### src/rtl/data_memory_bus_adapter_if.sv
// Data-bus bundle between the load/store adapter (master) and the memory
// slave: beat address, lane data, byte enables and wait/valid handshakes.
interface data_memory_bus_adapter_if #(
  parameter int DATA_WIDTH = 32,
  parameter int ADDR_WIDTH = 32
);
  localparam int LANES = DATA_WIDTH / 8;

  logic [ADDR_WIDTH-1:0] bus_address;
  logic [DATA_WIDTH-1:0] bus_read_data;
  logic [DATA_WIDTH-1:0] bus_write_data;
  logic                  bus_wait_req;
  logic                  bus_valid;
  logic [LANES-1:0]      bus_byte_enable;
  logic                  bus_read_enable;
  logic                  bus_write_enable;

  modport master (
    output bus_address,
    output bus_write_data,
    output bus_byte_enable,
    output bus_read_enable,
    output bus_write_enable,
    input  bus_read_data,
    input  bus_wait_req,
    input  bus_valid
  );

  modport slave (
    input  bus_address,
    input  bus_write_data,
    input  bus_byte_enable,
    input  bus_read_enable,
    input  bus_write_enable,
    output bus_read_data,
    output bus_wait_req,
    output bus_valid
  );
endinterface

### src/rtl/data_memory_bus_adapter.sv
// Load/store unit between the core data port and a DATA_WIDTH-wide bus.
// Define MISALIGNED_SPLIT_EN to split bus-word-crossing accesses into two beats.
module data_memory_bus_adapter #(
  parameter int DATA_WIDTH = 32,
  parameter int ADDR_WIDTH = 32
) (
  input  logic                  clock,
  input  logic                  reset,
  input  logic                  read_enable,
  input  logic                  write_enable,
  input  logic [2:0]            data_format,
  input  logic [ADDR_WIDTH-1:0] address,
  input  logic [31:0]           write_data,
  output logic [31:0]           read_data,
  output logic                  data_available,
  output logic                  request_successful,
  output logic                  access_fault,
  data_memory_bus_adapter_if.master bus
);

  localparam int LANES = DATA_WIDTH / 8;
  localparam int OFF_W = $clog2(LANES);
  localparam int CW    = OFF_W + 2;
  localparam int BE_W  = 2 * LANES;
  localparam int WD_W  = 2 * DATA_WIDTH;

`ifdef MISALIGNED_SPLIT_EN
  typedef enum logic [1:0] {
    ST_IDLE  = 2'b00,
    ST_WAIT0 = 2'b01,
    ST_REQ1  = 2'b10,
    ST_WAIT1 = 2'b11
  } state_t;
`else
  typedef enum logic [1:0] {
    ST_IDLE  = 2'b00,
    ST_WAIT0 = 2'b01
  } state_t;
`endif

  state_t                state_r;
  state_t                state_next_s;
  logic [OFF_W-1:0]      off_s;
  logic [OFF_W+2:0]      lane_shift_s;
  logic [CW-1:0]         size_bytes_s;
  logic [BE_W-1:0]       size_mask_s;
  logic [BE_W-1:0]       wide_be_s;
  logic [WD_W-1:0]       wide_wd_s;
  logic [WD_W-1:0]       wide_rd_s;
  logic [DATA_WIDTH-1:0] lo_sel_s;
  logic [ADDR_WIDTH-1:0] aligned_s;
  logic [31:0]           raw_s;
  logic [31:0]           ext_data_s;
  logic                  cross_s;
  logic                  illegal_s;
  logic                  req_s;
  logic                  store_s;
  logic                  fault_s;
  logic                  unsigned_s;

  assign off_s        = address[OFF_W-1:0];
  assign lane_shift_s = {off_s, 3'b000};
  assign aligned_s    = {address[ADDR_WIDTH-1:OFF_W], {OFF_W{1'b0}}};
  assign illegal_s    = (data_format[1:0] == 2'b11);
  assign unsigned_s   = data_format[2];
  assign req_s        = read_enable | write_enable;
  assign store_s      = write_enable;
  assign cross_s      = ((CW'(off_s) + size_bytes_s) > CW'(LANES));
  assign wide_be_s    = size_mask_s << off_s;
  assign wide_wd_s    = WD_W'(write_data) << lane_shift_s;

  // Access size decode: byte count and unshifted byte-enable mask.
  always_comb begin
    size_bytes_s = {CW{1'b0}};
    size_mask_s  = {BE_W{1'b0}};
    case (data_format[1:0])
      2'b00: begin
        size_bytes_s = CW'(3'd1);
        size_mask_s  = BE_W'(4'b0001);
      end
      2'b01: begin
        size_bytes_s = CW'(3'd2);
        size_mask_s  = BE_W'(4'b0011);
      end
      2'b10: begin
        size_bytes_s = CW'(3'd4);
        size_mask_s  = BE_W'(4'b1111);
      end
      default: begin
        size_bytes_s = {CW{1'b0}};
        size_mask_s  = {BE_W{1'b0}};
      end
    endcase
  end

`ifdef MISALIGNED_SPLIT_EN
  logic [DATA_WIDTH-1:0] lo_r;
  logic                  capture_lo_s;

  assign fault_s  = illegal_s;
  // A non-crossing load takes both halves from the current beat.
  assign lo_sel_s = cross_s ? lo_r : bus.bus_read_data;
`else
  logic unused_hi_s;

  assign fault_s     = illegal_s | cross_s;
  assign lo_sel_s    = bus.bus_read_data;
  assign unused_hi_s = ^{wide_be_s[BE_W-1:LANES], wide_wd_s[WD_W-1:DATA_WIDTH]};
`endif

  assign wide_rd_s = {bus.bus_read_data, lo_sel_s};
  assign raw_s     = wide_rd_s[lane_shift_s +: 32];

  // Load result truncation and sign/zero extension.
  always_comb begin
    ext_data_s = 32'h0000_0000;
    case (data_format[1:0])
      2'b00:   ext_data_s = {{24{~unsigned_s & raw_s[7]}}, raw_s[7:0]};
      2'b01:   ext_data_s = {{16{~unsigned_s & raw_s[15]}}, raw_s[15:0]};
      2'b10:   ext_data_s = raw_s;
      default: ext_data_s = 32'h0000_0000;
    endcase
  end

  assign read_data    = data_available ? ext_data_s : 32'h0000_0000;
  assign access_fault = reset & req_s & fault_s;

  // State register and low-beat capture.
  always_ff @(posedge clock) begin
    if (!reset) begin
      state_r <= ST_IDLE;
`ifdef MISALIGNED_SPLIT_EN
      lo_r    <= {DATA_WIDTH{1'b0}};
`endif
    end else begin
      state_r <= state_next_s;
`ifdef MISALIGNED_SPLIT_EN
      if (capture_lo_s) begin
        lo_r <= bus.bus_read_data;
      end
`endif
    end
  end

  // Next-state, bus request and completion decode.
  always_comb begin
    state_next_s         = state_r;
    bus.bus_address      = {ADDR_WIDTH{1'b0}};
    bus.bus_write_data   = {DATA_WIDTH{1'b0}};
    bus.bus_byte_enable  = {LANES{1'b0}};
    bus.bus_read_enable  = 1'b0;
    bus.bus_write_enable = 1'b0;
    request_successful   = 1'b0;
    data_available       = 1'b0;
`ifdef MISALIGNED_SPLIT_EN
    capture_lo_s         = 1'b0;
`endif
    if (!reset) begin
      state_next_s = ST_IDLE;
    end else begin
      case (state_r)
        ST_IDLE: begin
          if (req_s && !fault_s) begin
            bus.bus_address      = aligned_s;
            bus.bus_byte_enable  = wide_be_s[LANES-1:0];
            bus.bus_write_data   = wide_wd_s[DATA_WIDTH-1:0];
            bus.bus_write_enable = store_s;
            bus.bus_read_enable  = ~store_s;
            if (!bus.bus_wait_req) begin
              if (!store_s) begin
                request_successful = 1'b1;
                state_next_s       = ST_WAIT0;
`ifdef MISALIGNED_SPLIT_EN
              end else if (cross_s) begin
                state_next_s = ST_REQ1;
`endif
              end else begin
                request_successful = 1'b1;
                state_next_s       = ST_IDLE;
              end
            end else begin
              state_next_s = ST_IDLE;
            end
          end else begin
            state_next_s = ST_IDLE;
          end
        end
        ST_WAIT0: begin
          if (bus.bus_valid) begin
`ifdef MISALIGNED_SPLIT_EN
            if (cross_s) begin
              capture_lo_s = 1'b1;
              state_next_s = ST_REQ1;
            end else begin
              data_available = 1'b1;
              state_next_s   = ST_IDLE;
            end
`else
            data_available = 1'b1;
            state_next_s   = ST_IDLE;
`endif
          end else begin
            state_next_s = ST_WAIT0;
          end
        end
`ifdef MISALIGNED_SPLIT_EN
        ST_REQ1: begin
          bus.bus_address      = aligned_s + ADDR_WIDTH'(LANES);
          bus.bus_byte_enable  = wide_be_s[BE_W-1:LANES];
          bus.bus_write_data   = wide_wd_s[WD_W-1:DATA_WIDTH];
          bus.bus_write_enable = store_s;
          bus.bus_read_enable  = ~store_s;
          if (!bus.bus_wait_req) begin
            request_successful = 1'b1;
            state_next_s       = store_s ? ST_IDLE : ST_WAIT1;
          end else begin
            state_next_s = ST_REQ1;
          end
        end
        ST_WAIT1: begin
          if (bus.bus_valid) begin
            data_available = 1'b1;
            state_next_s   = ST_IDLE;
          end else begin
            state_next_s = ST_WAIT1;
          end
        end
`endif
        default: begin
          state_next_s = ST_IDLE;
        end
      endcase
    end
  end

endmodule

### src/flat_wrapper.sv
// flat-port wrapper written by rule: the top's interface ports become plain ports
module data_memory_bus_adapter_flat 
#(
  parameter int DATA_WIDTH = 32,
  parameter int ADDR_WIDTH = 32
)
  (clock, reset, read_enable, write_enable, data_format, address, write_data, read_data, data_available, request_successful, access_fault, bus_bus_address, bus_bus_write_data, bus_bus_byte_enable, bus_bus_read_enable, bus_bus_write_enable, bus_bus_read_data, bus_bus_wait_req, bus_bus_valid);
  data_memory_bus_adapter_if #(.DATA_WIDTH(DATA_WIDTH), .ADDR_WIDTH(ADDR_WIDTH)) bus_i ();
  input  logic clock;
  input  logic reset;
  input  logic read_enable;
  input  logic write_enable;
  input  logic [2:0] data_format;
  input  logic [ADDR_WIDTH-1:0] address;
  input  logic [31:0] write_data;
  output logic [31:0] read_data;
  output logic data_available;
  output logic request_successful;
  output logic access_fault;
  output wire logic [$bits(bus_i.bus_address)-1:0] bus_bus_address;
  output wire logic [$bits(bus_i.bus_write_data)-1:0] bus_bus_write_data;
  output wire logic [$bits(bus_i.bus_byte_enable)-1:0] bus_bus_byte_enable;
  output wire logic [$bits(bus_i.bus_read_enable)-1:0] bus_bus_read_enable;
  output wire logic [$bits(bus_i.bus_write_enable)-1:0] bus_bus_write_enable;
  input wire logic [$bits(bus_i.bus_read_data)-1:0] bus_bus_read_data;
  input wire logic [$bits(bus_i.bus_wait_req)-1:0] bus_bus_wait_req;
  input wire logic [$bits(bus_i.bus_valid)-1:0] bus_bus_valid;
  assign bus_bus_address = bus_i.bus_address;
  assign bus_bus_write_data = bus_i.bus_write_data;
  assign bus_bus_byte_enable = bus_i.bus_byte_enable;
  assign bus_bus_read_enable = bus_i.bus_read_enable;
  assign bus_bus_write_enable = bus_i.bus_write_enable;
  assign bus_i.bus_read_data = bus_bus_read_data;
  assign bus_i.bus_wait_req = bus_bus_wait_req;
  assign bus_i.bus_valid = bus_bus_valid;
  data_memory_bus_adapter #(.DATA_WIDTH(DATA_WIDTH), .ADDR_WIDTH(ADDR_WIDTH)) u_core (.clock(clock), .reset(reset), .read_enable(read_enable), .write_enable(write_enable), .data_format(data_format), .address(address), .write_data(write_data), .read_data(read_data), .data_available(data_available), .request_successful(request_successful), .access_fault(access_fault), .bus(bus_i));
endmodule
### config.mk
export PLATFORM = sky130hd
export DESIGN_NAME = data_memory_bus_adapter_flat
export DESIGN_NICKNAME = d
export VERILOG_FILES = /design/src/rtl/data_memory_bus_adapter_if.sv /design/src/rtl/data_memory_bus_adapter.sv /design/src/flat_wrapper.sv
export SDC_FILE = /design/constraint.sdc
export NUM_CORES = 1
export LEC_CHECK = 0
export BUFFER_PORTS_ARGS = -buffer_cell sky130_fd_sc_hd__buf_2
export CAP_MARGIN = 15
export CORE_MARGIN = 10
export CORE_UTILIZATION = 40
export CTS_CLUSTER_DIAMETER = 30
export DETAILED_ROUTE_END_ITERATION = 10
export PLACE_DENSITY = 0.79
export RECOVER_POWER = 25
export SLEW_MARGIN = 30
export SYNTH_ARGS = -nofsm -noshare
export SYNTH_HDL_FRONTEND = slang
export SYNTH_SLANG_ARGS = --single-unit
### constraint.sdc
create_clock -name clock -period 2.65 [get_ports clock]
set_input_delay 0.265 -clock clock [delete_from_list [all_inputs] [get_ports clock]]
set_output_delay 0.265 -clock clock [all_outputs]
set_load 0.005 [all_outputs]
==> run summary, run 1 <==
Final HPWL DP -> 8840 um
Depth of the worst hold-timing path -> 2
Sw Pwr -> 0.290 mW
Sequential Power Share -> 0.028
Routed vias/inst -> 5.53
Avg Cell Area, Syn -> 7.83 um^2
Combinational power share -> 0.972
Starting density of the core -> 0.415
Reg with most FFs -> u_core.state_r
Iteration-0 DRC Markers -> 181
Worst Path Required -> 2.38 ns
Critical path capture point -> bus_bus_write_data[9]
Initial antenna violation count -> 0
Chip width -> 98.8 um
Post-CTS Hold Buffers -> 0
Reg-to-reg endpoint -> u_core.state_r[0]$_SDFF_PN0_
First drt pass iteration count -> 4
ANT nets after route -> 0
Layout cell share with drive strength beyond 1 -> 0.540
First-pass GRT wire length -> 16700 um
Top_reg_cell synth -> dfxtp_1
Arrival @ worst endpoint -> 2.27 ns
PD cells -> 161 mW/mm^2
Residual DRC count -> 0
Achievable Freq -> 0.395 GHz
Clk pin slew, worst setup/hold paths -> 0 ns
Max reg flops -> 1
Post-synth top area share -> 0.290
Crit Path Max Fanout -> 41
CP Launch Type -> input pin
Fin. max-slew vios -> 0
Number of max-cap violations -> 0
Critical Path Source -> data_format[0]
Synthesized cell area -> 0.00248 mm^2
Final WL -> 10600 um
Sequential share of the synthesized area -> 0.00806
Tot Pwr -> 0.575 mW
Synth cell count leaders -> nor3_1, inv_1, mux4_2
Mapped Cells -> 317
Nets -> 614
Reg-to-reg startpoint -> u_core.state_r[0]$_SDFF_PN0_
Leak Pwr -> 1.93 nW
Setup-failing EPs final -> 0
Via Count -> 3166
Yosys cell types -> 37
CP Class -> in2out
Die H -> 98.8 um
Drt wl/cell -> 18.5 um
Internal Power -> 0.285 mW
Hold Fails Final Rpt -> 0
Cell count of the worst reg-to-reg path -> 3
Largest net degree at the start of global routing -> 44
Routability cong. -> 0.845
Vias in the first global route -> 3335
Worst rel slew slack -> 0.389
Io pins -> 210
Worst-Margin Slew -> 0.913 ns
Fillers -> 557
Area Growth Syn to Fin -> 43.5%
Die area -> 0.00976 mm^2
Clock latency at the later pin of the worst-skew pair -> 0 ns
Async S/R FF share, synth -> 0
Sw frac -> 0.504
Setup Fix Bufs, Post-CTS -> 0
Grt ovf -> 0
Antenna cells -> 0
Synth area leader -> mux4_2
Largest registers -> u_core.state_r x1
Post-layout util -> 0.595
Synth Warn # -> 0
Crit path time final -> 2.53 ns
Most common cell in the netlist -> nor3_1
Peak supply drop -> 0.115 mV
Crit share post-route -> 0.957
Core area -> 0.00599 mm^2
Placed Area -> 0.00354 mm^2
Worst hold path class -> reg2reg
FP Rows -> 28
Number of synthesized flops with an enable pin -> 0
Clock share of power -> 0
Synth area leaders -> mux4_2, nor3_1, mux2i_1
Skew final -> 0 ns
FF+latch count, synth -> 1
Buffers on Ports -> 207
Design Area, Final -> 0.00356 mm^2
RSZ-0062 raised after global routing -> true
GRT Overall Usage -> 0.197
Flop2flop setup slack -> 1.75 ns
CP Capture Type -> output port
Status -> finished clean
## stage by stage
stage,setup WS (ns),instances,hold WS [ns],TNS [ns]
3_3_place_gp,0.123,573,0.501,0
3_5_place_dp,0.0105,573,0.506,0
2_1_floorplan,0.439,318,0.409,0
6_report,0.115,573,0.506,0
5_1_grt,-0.0115,573,0.578,-0.0262
4_1_cts,0.00432,573,0.508,0
## cell type report
cell class	instances	area (um^2)	area share
timing repair buffer	217	1120	0.316
inverter	36	135	0.0379
multi-input combinational	244	2190	0.614
sequential	1	20.0	0.00562
tap	75	93.8	0.0263
## power by group through the flow
stage	Combinational (mW)	Sequential, mW	Clock (mW)
2_1_floorplan	0.342	0.0162	0
3_5_place_dp	0.552	0.0163	0
6_report	0.559	0.0163	0
4_1_cts	0.554	0.0163	0
3_3_place_gp	0.538	0.0162	0
5_1_grt	0.616	0.0163	0
## worst min path at each step
stage | start | to
floorplan | reset | u_core.state_r[0]$_SDFF_PN0_
global placement | u_core.state_r[0]$_SDFF_PN0_ | u_core.state_r[0]$_SDFF_PN0_
detailed placement | u_core.state_r[0]$_SDFF_PN0_ | u_core.state_r[0]$_SDFF_PN0_
CTS | u_core.state_r[0]$_SDFF_PN0_ | u_core.state_r[0]$_SDFF_PN0_
global route | u_core.state_r[0]$_SDFF_PN0_ | u_core.state_r[0]$_SDFF_PN0_
finish | u_core.state_r[0]$_SDFF_PN0_ | u_core.state_r[0]$_SDFF_PN0_
## kinds of logic (layout without fill, tap and decap cells)
| group | count (synthesis) | in the layout | synth area share |
|---|---|---|---|
| buffers and inverters | 73 | 253 | 0.132 |
| AO/OA/AOI/OAI | 42 | 42 | 0.109 |
| AND/OR/NAND/NOR | 125 | 125 | 0.270 |
| other | 1 | 2 | 0.00151 |
| multiplexers | 65 | 65 | 0.428 |
| adder cells (fa/ha/maj) | 9 | 9 | 0.0484 |
| XOR/XNOR | 1 | 1 | 0.00353 |
| flip-flops | 1 | 1 | 0.00806 |
## worst max-delay path: stages
cell and delay (ns):
buf_2 0.12, inv_1 0.08, ha_1 0.20, ha_1 0.21
fa_1 0.45, nor2_2 0.15, o221ai_4 0.15, buf_12 0.20
nor4_2 0.28, buf_2 0.16
## cells in the final DEF (no fill, tap or decap), types with 2 or more instances in the layout
| cell | count |
|---|---|
| ha_1 | 8 |
| inv_1 | 35 |
| nand3_1 | 17 |
| o21ai_1 | 9 |
| nor4_2 | 3 |
| mux4_2 | 32 |
| nor3_1 | 51 |
| nand2_1 | 17 |
| mux2_2 | 9 |
| nor3b_1 | 9 |
| nor2b_1 | 8 |
| o21ai_0 | 9 |
| buf_4 | 10 |
| buf_2 | 205 |
| nor4_1 | 6 |
| a22oi_1 | 9 |
| conb_1 | 2 |
| nand3b_1 | 2 |
| and2b_1 | 4 |
| a21oi_1 | 9 |
| or2_2 | 2 |
| mux2i_1 | 24 |
| nor2_1 | 2 |
## routing by layer
layer | GRT usage | part of all wire
met1 | 0.219 | 0.36
met2 | 0.365 | 0.52
met4 | 0.00221 | 0
met5 | 0 | 0
met3 | 0.0747 | 0.12
## repair_timing
action | in CTS | in global routing
endpoints found under the setup margin | 0 | 49
resized for setup | 0 | 5
hold endpoints to repair | 0 | 0
Power figures use the tool's default switching activity.
==> run 2, diff against run 1 <==
Clock period 2.65 ns to 2.68 ns, I/O delays scaled along.
==> run summary, run 2 (same netlist as run 1, synthesis figures left out) <==
CP Class -> in2out
GRT Overall Usage -> 0.191
Status -> finished clean
Crit path time final -> 2.59 ns
Nets -> 613
Initial antenna violation count -> 0
Number of max-cap violations -> 0
Post-layout util -> 0.589
Leak Pwr -> 1.85 nW
Reg with most FFs -> u_core.state_r
Worst-Margin Slew -> 0.873 ns
Sw Pwr -> 0.285 mW
Io pins -> 210
Peak supply drop -> 0.101 mV
Clock share of power -> 0
Worst rel slew slack -> 0.416
Layout cell share with drive strength beyond 1 -> 0.505
Largest registers -> u_core.state_r x1
Area Growth Syn to Fin -> 42.0%
Worst Path Required -> 2.41 ns
Arrival @ worst endpoint -> 2.32 ns
Most common cell after layout, fill and taps aside -> buf_2
First drt pass iteration count -> 4
Grt ovf -> 0
Largest net degree at the start of global routing -> 63
CP Capture Type -> output port
PD cells -> 160 mW/mm^2
Antenna cells -> 0
Final HPWL DP -> 8800 um
Core area -> 0.00599 mm^2
Chip width -> 98.8 um
Buffers on Ports -> 207
Clock latency at the later pin of the worst-skew pair -> 0 ns
FP Rows -> 28
Crit Path Max Fanout -> 41
Post-CTS Hold Buffers -> 0
Worst hold path class -> reg2reg
Commonest cells after routing, fill and taps aside -> buf_2, nor3_1, inv_1, mux4_2, mux2i_1
Setup TNS -> 0 ns
Clk pin slew, worst setup/hold paths -> 0 ns
First-pass GRT wire length -> 16200 um
Die H -> 98.8 um
Final WL -> 10600 um
Skew final -> 0 ns
Combinational power share -> 0.972
Hold Slack -> 0.515 ns
Residual DRC count -> 0
Sequential Power Share -> 0.028
Routability cong. -> 0.833
Fin. max-slew vios -> 0
Max reg flops -> 1
Iteration-0 DRC Markers -> 92
Hold Fails Final Rpt -> 0
Drt wl/cell -> 18.6 um
Die area -> 0.00976 mm^2
Vias in the first global route -> 3246
CP Launch Type -> input pin
Setup-failing EPs final -> 0
Internal Power -> 0.281 mW
Crit share post-route -> 0.967
Starting density of the core -> 0.415
Fillers -> 541
Sw frac -> 0.503
ANT nets after route -> 0
Routed vias/inst -> 5.59
Via Count -> 3197
Achievable Freq -> 0.386 GHz
==> run 2: repair_timing <==
| item | 4_1_cts | 5_1_grt |
|---|---|---|
| buffers inserted | 0 | 0 |
| setup endpoints to repair | 0 | 4 |
| resized for setup | 0 | 3 |
==> run 2: layer usage <==
metal,up-vias,wire length (um),global-route usage,part of all wire
met5,-,0,0,0
met4,0,68,0.0143,0.0064
met3,6,1280,0.0782,0.12
met2,170,5420,0.349,0.51
met1,1479,3870,0.209,0.36
li1,1542,-,-,-
==> run 2: final cells by class <==
cell class                 instances  area (um^2)  area share
timing repair buffer             216         1110       0.315
multi-input combinational        244         2170       0.615
sequential                         1         20.0     0.00568
inverter                          36          135      0.0383
tap                               75         93.8      0.0266
==> run 2: worst paths after layout <==
check	depth (start not counted)	to	start	slack, ns
worst max-delay path	10	bus_bus_write_data[12]	data_format[0]	0.09
worst min-delay path	2	u_core.state_r[0]$_SDFF_PN0_	u_core.state_r[0]$_SDFF_PN0_	0.51
worst max register to register	3	u_core.state_r[0]$_SDFF_PN0_	u_core.state_r[0]$_SDFF_PN0_	1.76
worst min register to register	2	u_core.state_r[0]$_SDFF_PN0_	u_core.state_r[0]$_SDFF_PN0_	0.51
==> run 2: metrics by stage <==
stage | worst slack (ns) | power (mW) | instance area, um^2 | instances
finish | 0.0893 | 0.566 | 3530 | 572
global route | -0.0227 | 0.620 | 3530 | 572
CTS | 0.0666 | 0.565 | 3540 | 572
detailed placement | 0.0722 | 0.563 | 3540 | 572
global placement | 0.157 | 0.549 | 3540 | 572
floorplan | 0.463 | 0.355 | 2490 | 318
==> run 2: power groups by stage <==
stage	Combinational (mW)	Clock [mW]	Sequential (mW)
finish	0.550	0	0.0161
global route	0.604	0	0.0162
CTS	0.549	0	0.0161
detailed placement	0.547	0	0.0161
global placement	0.533	0	0.0161
floorplan	0.339	0	0.0160
==> run 2: critical path, stage by stage <==
cell and delay [ns]:
buf_2 0.12, inv_1 0.08, ha_1 0.21, ha_1 0.20, fa_1 0.46, nor2_2 0.18, o221ai_4 0.15, buf_12 0.19
nor4_2 0.29, buf_2 0.17
==> run 3, diff against run 2 <==
Settings changed: BUFFER_PORTS_ARGS -buffer_cell sky130_fd_sc_hd__buf_2 to default, CORE_UTILIZATION 40 to 60, DONT_BUFFER_PORTS from default to 1, PLACE_DENSITY 0.79 to 0.72.
==> run summary, run 3 (same netlist as run 1, synthesis figures left out) <==
Core area -> 0.00400 mm^2
Clk pin slew, worst setup/hold paths -> 0 ns
Final HPWL DP -> 7120 um
Die H -> 84.3 um
Io pins -> 210
Crit Path Max Fanout -> 30
Leak Pwr -> 0.980 nW
CP Capture Type -> output port
Achievable Freq -> 0.399 GHz
Final WL -> 8790 um
Nets -> 411
Buffers on Ports -> 0
PD cells -> 151 mW/mm^2
Residual DRC count -> 0
Number of max-cap violations -> 0
Flop2flop setup slack -> 1.78 ns
Status -> finished clean
GRT Overall Usage -> 0.218
Die area -> 0.00711 mm^2
Worst Path Required -> 2.41 ns
Fin cells -> 345
Worst-Margin Slew -> 0.884 ns
Max incr delay on CP -> 0.44 ns
Drt wl/cell -> 25.5 um
Arrival @ worst endpoint -> 2.24 ns
Most common cell after layout, fill and taps aside -> nor3_1
Routability cong. -> 0.865
Crit path time final -> 2.50 ns
Slowest stage cell on the critical path -> fa_1
Fillers -> 345
Grt ovf -> 0
Starting density of the core -> 0.621
Hold Fails Final Rpt -> 0
Setup TNS -> 0 ns
ANT nets after route -> 0
Post-CTS Hold Buffers -> 0
PostCTS Resize Cnt -> 0
Vias in the first global route -> 2408
Via Count -> 2465
Reg with most FFs -> u_core.state_r
Tot Pwr -> 0.376 mW
FP Rows -> 23
Final worst slack -> 0.176 ns
Critical path, cell by cell -> inv_1 > ha_1 > ha_1 > fa_1 > nor2_1 > o221ai_4 > buf_4 > nor4_1 > buf_4
Area Growth Syn to Fin -> 0.0502%
Setup Fix Bufs, Post-CTS -> 0
Clock latency at the later pin of the worst-skew pair -> 0 ns
Placed insts -> 345
DP Worst Slack -> 0.186 ns
RSZ-0062 raised after global routing -> false
Initial antenna violation count -> 0
Antenna cells -> 0
Chip width -> 84.3 um
Largest net degree at the start of global routing -> 64
Largest registers -> u_core.state_r x1
Layout cell share with drive strength beyond 1 -> 0.200
First drt pass iteration count -> 4
Commonest cells after routing, fill and taps aside -> nor3_1, inv_1, mux4_2, mux2i_1, o21ai_0
Crit share post-route -> 0.934
Worst rel slew slack -> 0.408
Peak supply drop -> 0.0977 mV
CP Launch Type -> input pin
Iteration-0 DRC Markers -> 127
Setup-failing EPs final -> 0
Worst hold path class -> in2reg
Max reg flops -> 1
Skew final -> 0 ns
CP Class -> in2out
First-pass GRT wire length -> 13600 um
Routed vias/inst -> 7.14
Fin. max-slew vios -> 0
Post-layout util -> 0.621
## run 3: changes by cell type in the layout (fill, tap and decap cells not counted), sizes merged
cell    change
buf       -189
clkbuf     -13
## run 3: stage by stage
step                area [um^2]  hold WS (ns)
floorplan                  2490         0.412
global placement           2500         0.427
detailed placement         2500         0.437
CTS                        2500         0.440
global route               2480         0.464
finish                     2480         0.430
## run 3: final timing paths
kind                                                    from                           end  depth (start not counted)
worst min-delay path                             read_enable  u_core.state_r[0]$_SDFF_PN0_                          2
worst max-delay path                          data_format[1]        bus_bus_write_data[13]                          9
worst min register to register  u_core.state_r[0]$_SDFF_PN0_  u_core.state_r[0]$_SDFF_PN0_                          2
worst max register to register  u_core.state_r[0]$_SDFF_PN0_  u_core.state_r[0]$_SDFF_PN0_                          3
## run 3: metal layers
layer,part of all wire,track usage,routed length (um),up-vias
met1,0.35,0.244,3050,1151
met2,0.52,0.391,4540,173
met5,0,0,0,-
met3,0.12,0.0812,1080,8
met4,0.012,0.0314,109,0
li1,-,-,-,1133
## run 3: final cells by class
cell class	instances	area [um^2]	area share
Inverter	36	135	0.0544
Multi-Input combinational cell	244	2160	0.868
Timing Repair Buffer	14	110	0.0443
Sequential cell	1	20.0	0.00806
Tap cell	50	62.6	0.0252
## run 3: worst max-delay path, delay by kind of cell
kind | cells | cell delay [ns]
fa+ha+maj | 3 | 0.82
compound gates | 1 | 0.15
buf+inv | 3 | 0.48
simple gates | 2 | 0.51
## run 3: power breakdown
| part | switching [mW] | internal (mW) | total, mW |
|---|---|---|---|
| sequential | 0.000429 | 0.0157 | 0.0161 |
| clock | 0 | 0 | 0 |
| combinational | 0.180 | 0.180 | 0.360 |
| total | 0.180 | 0.195 | 0.376 |
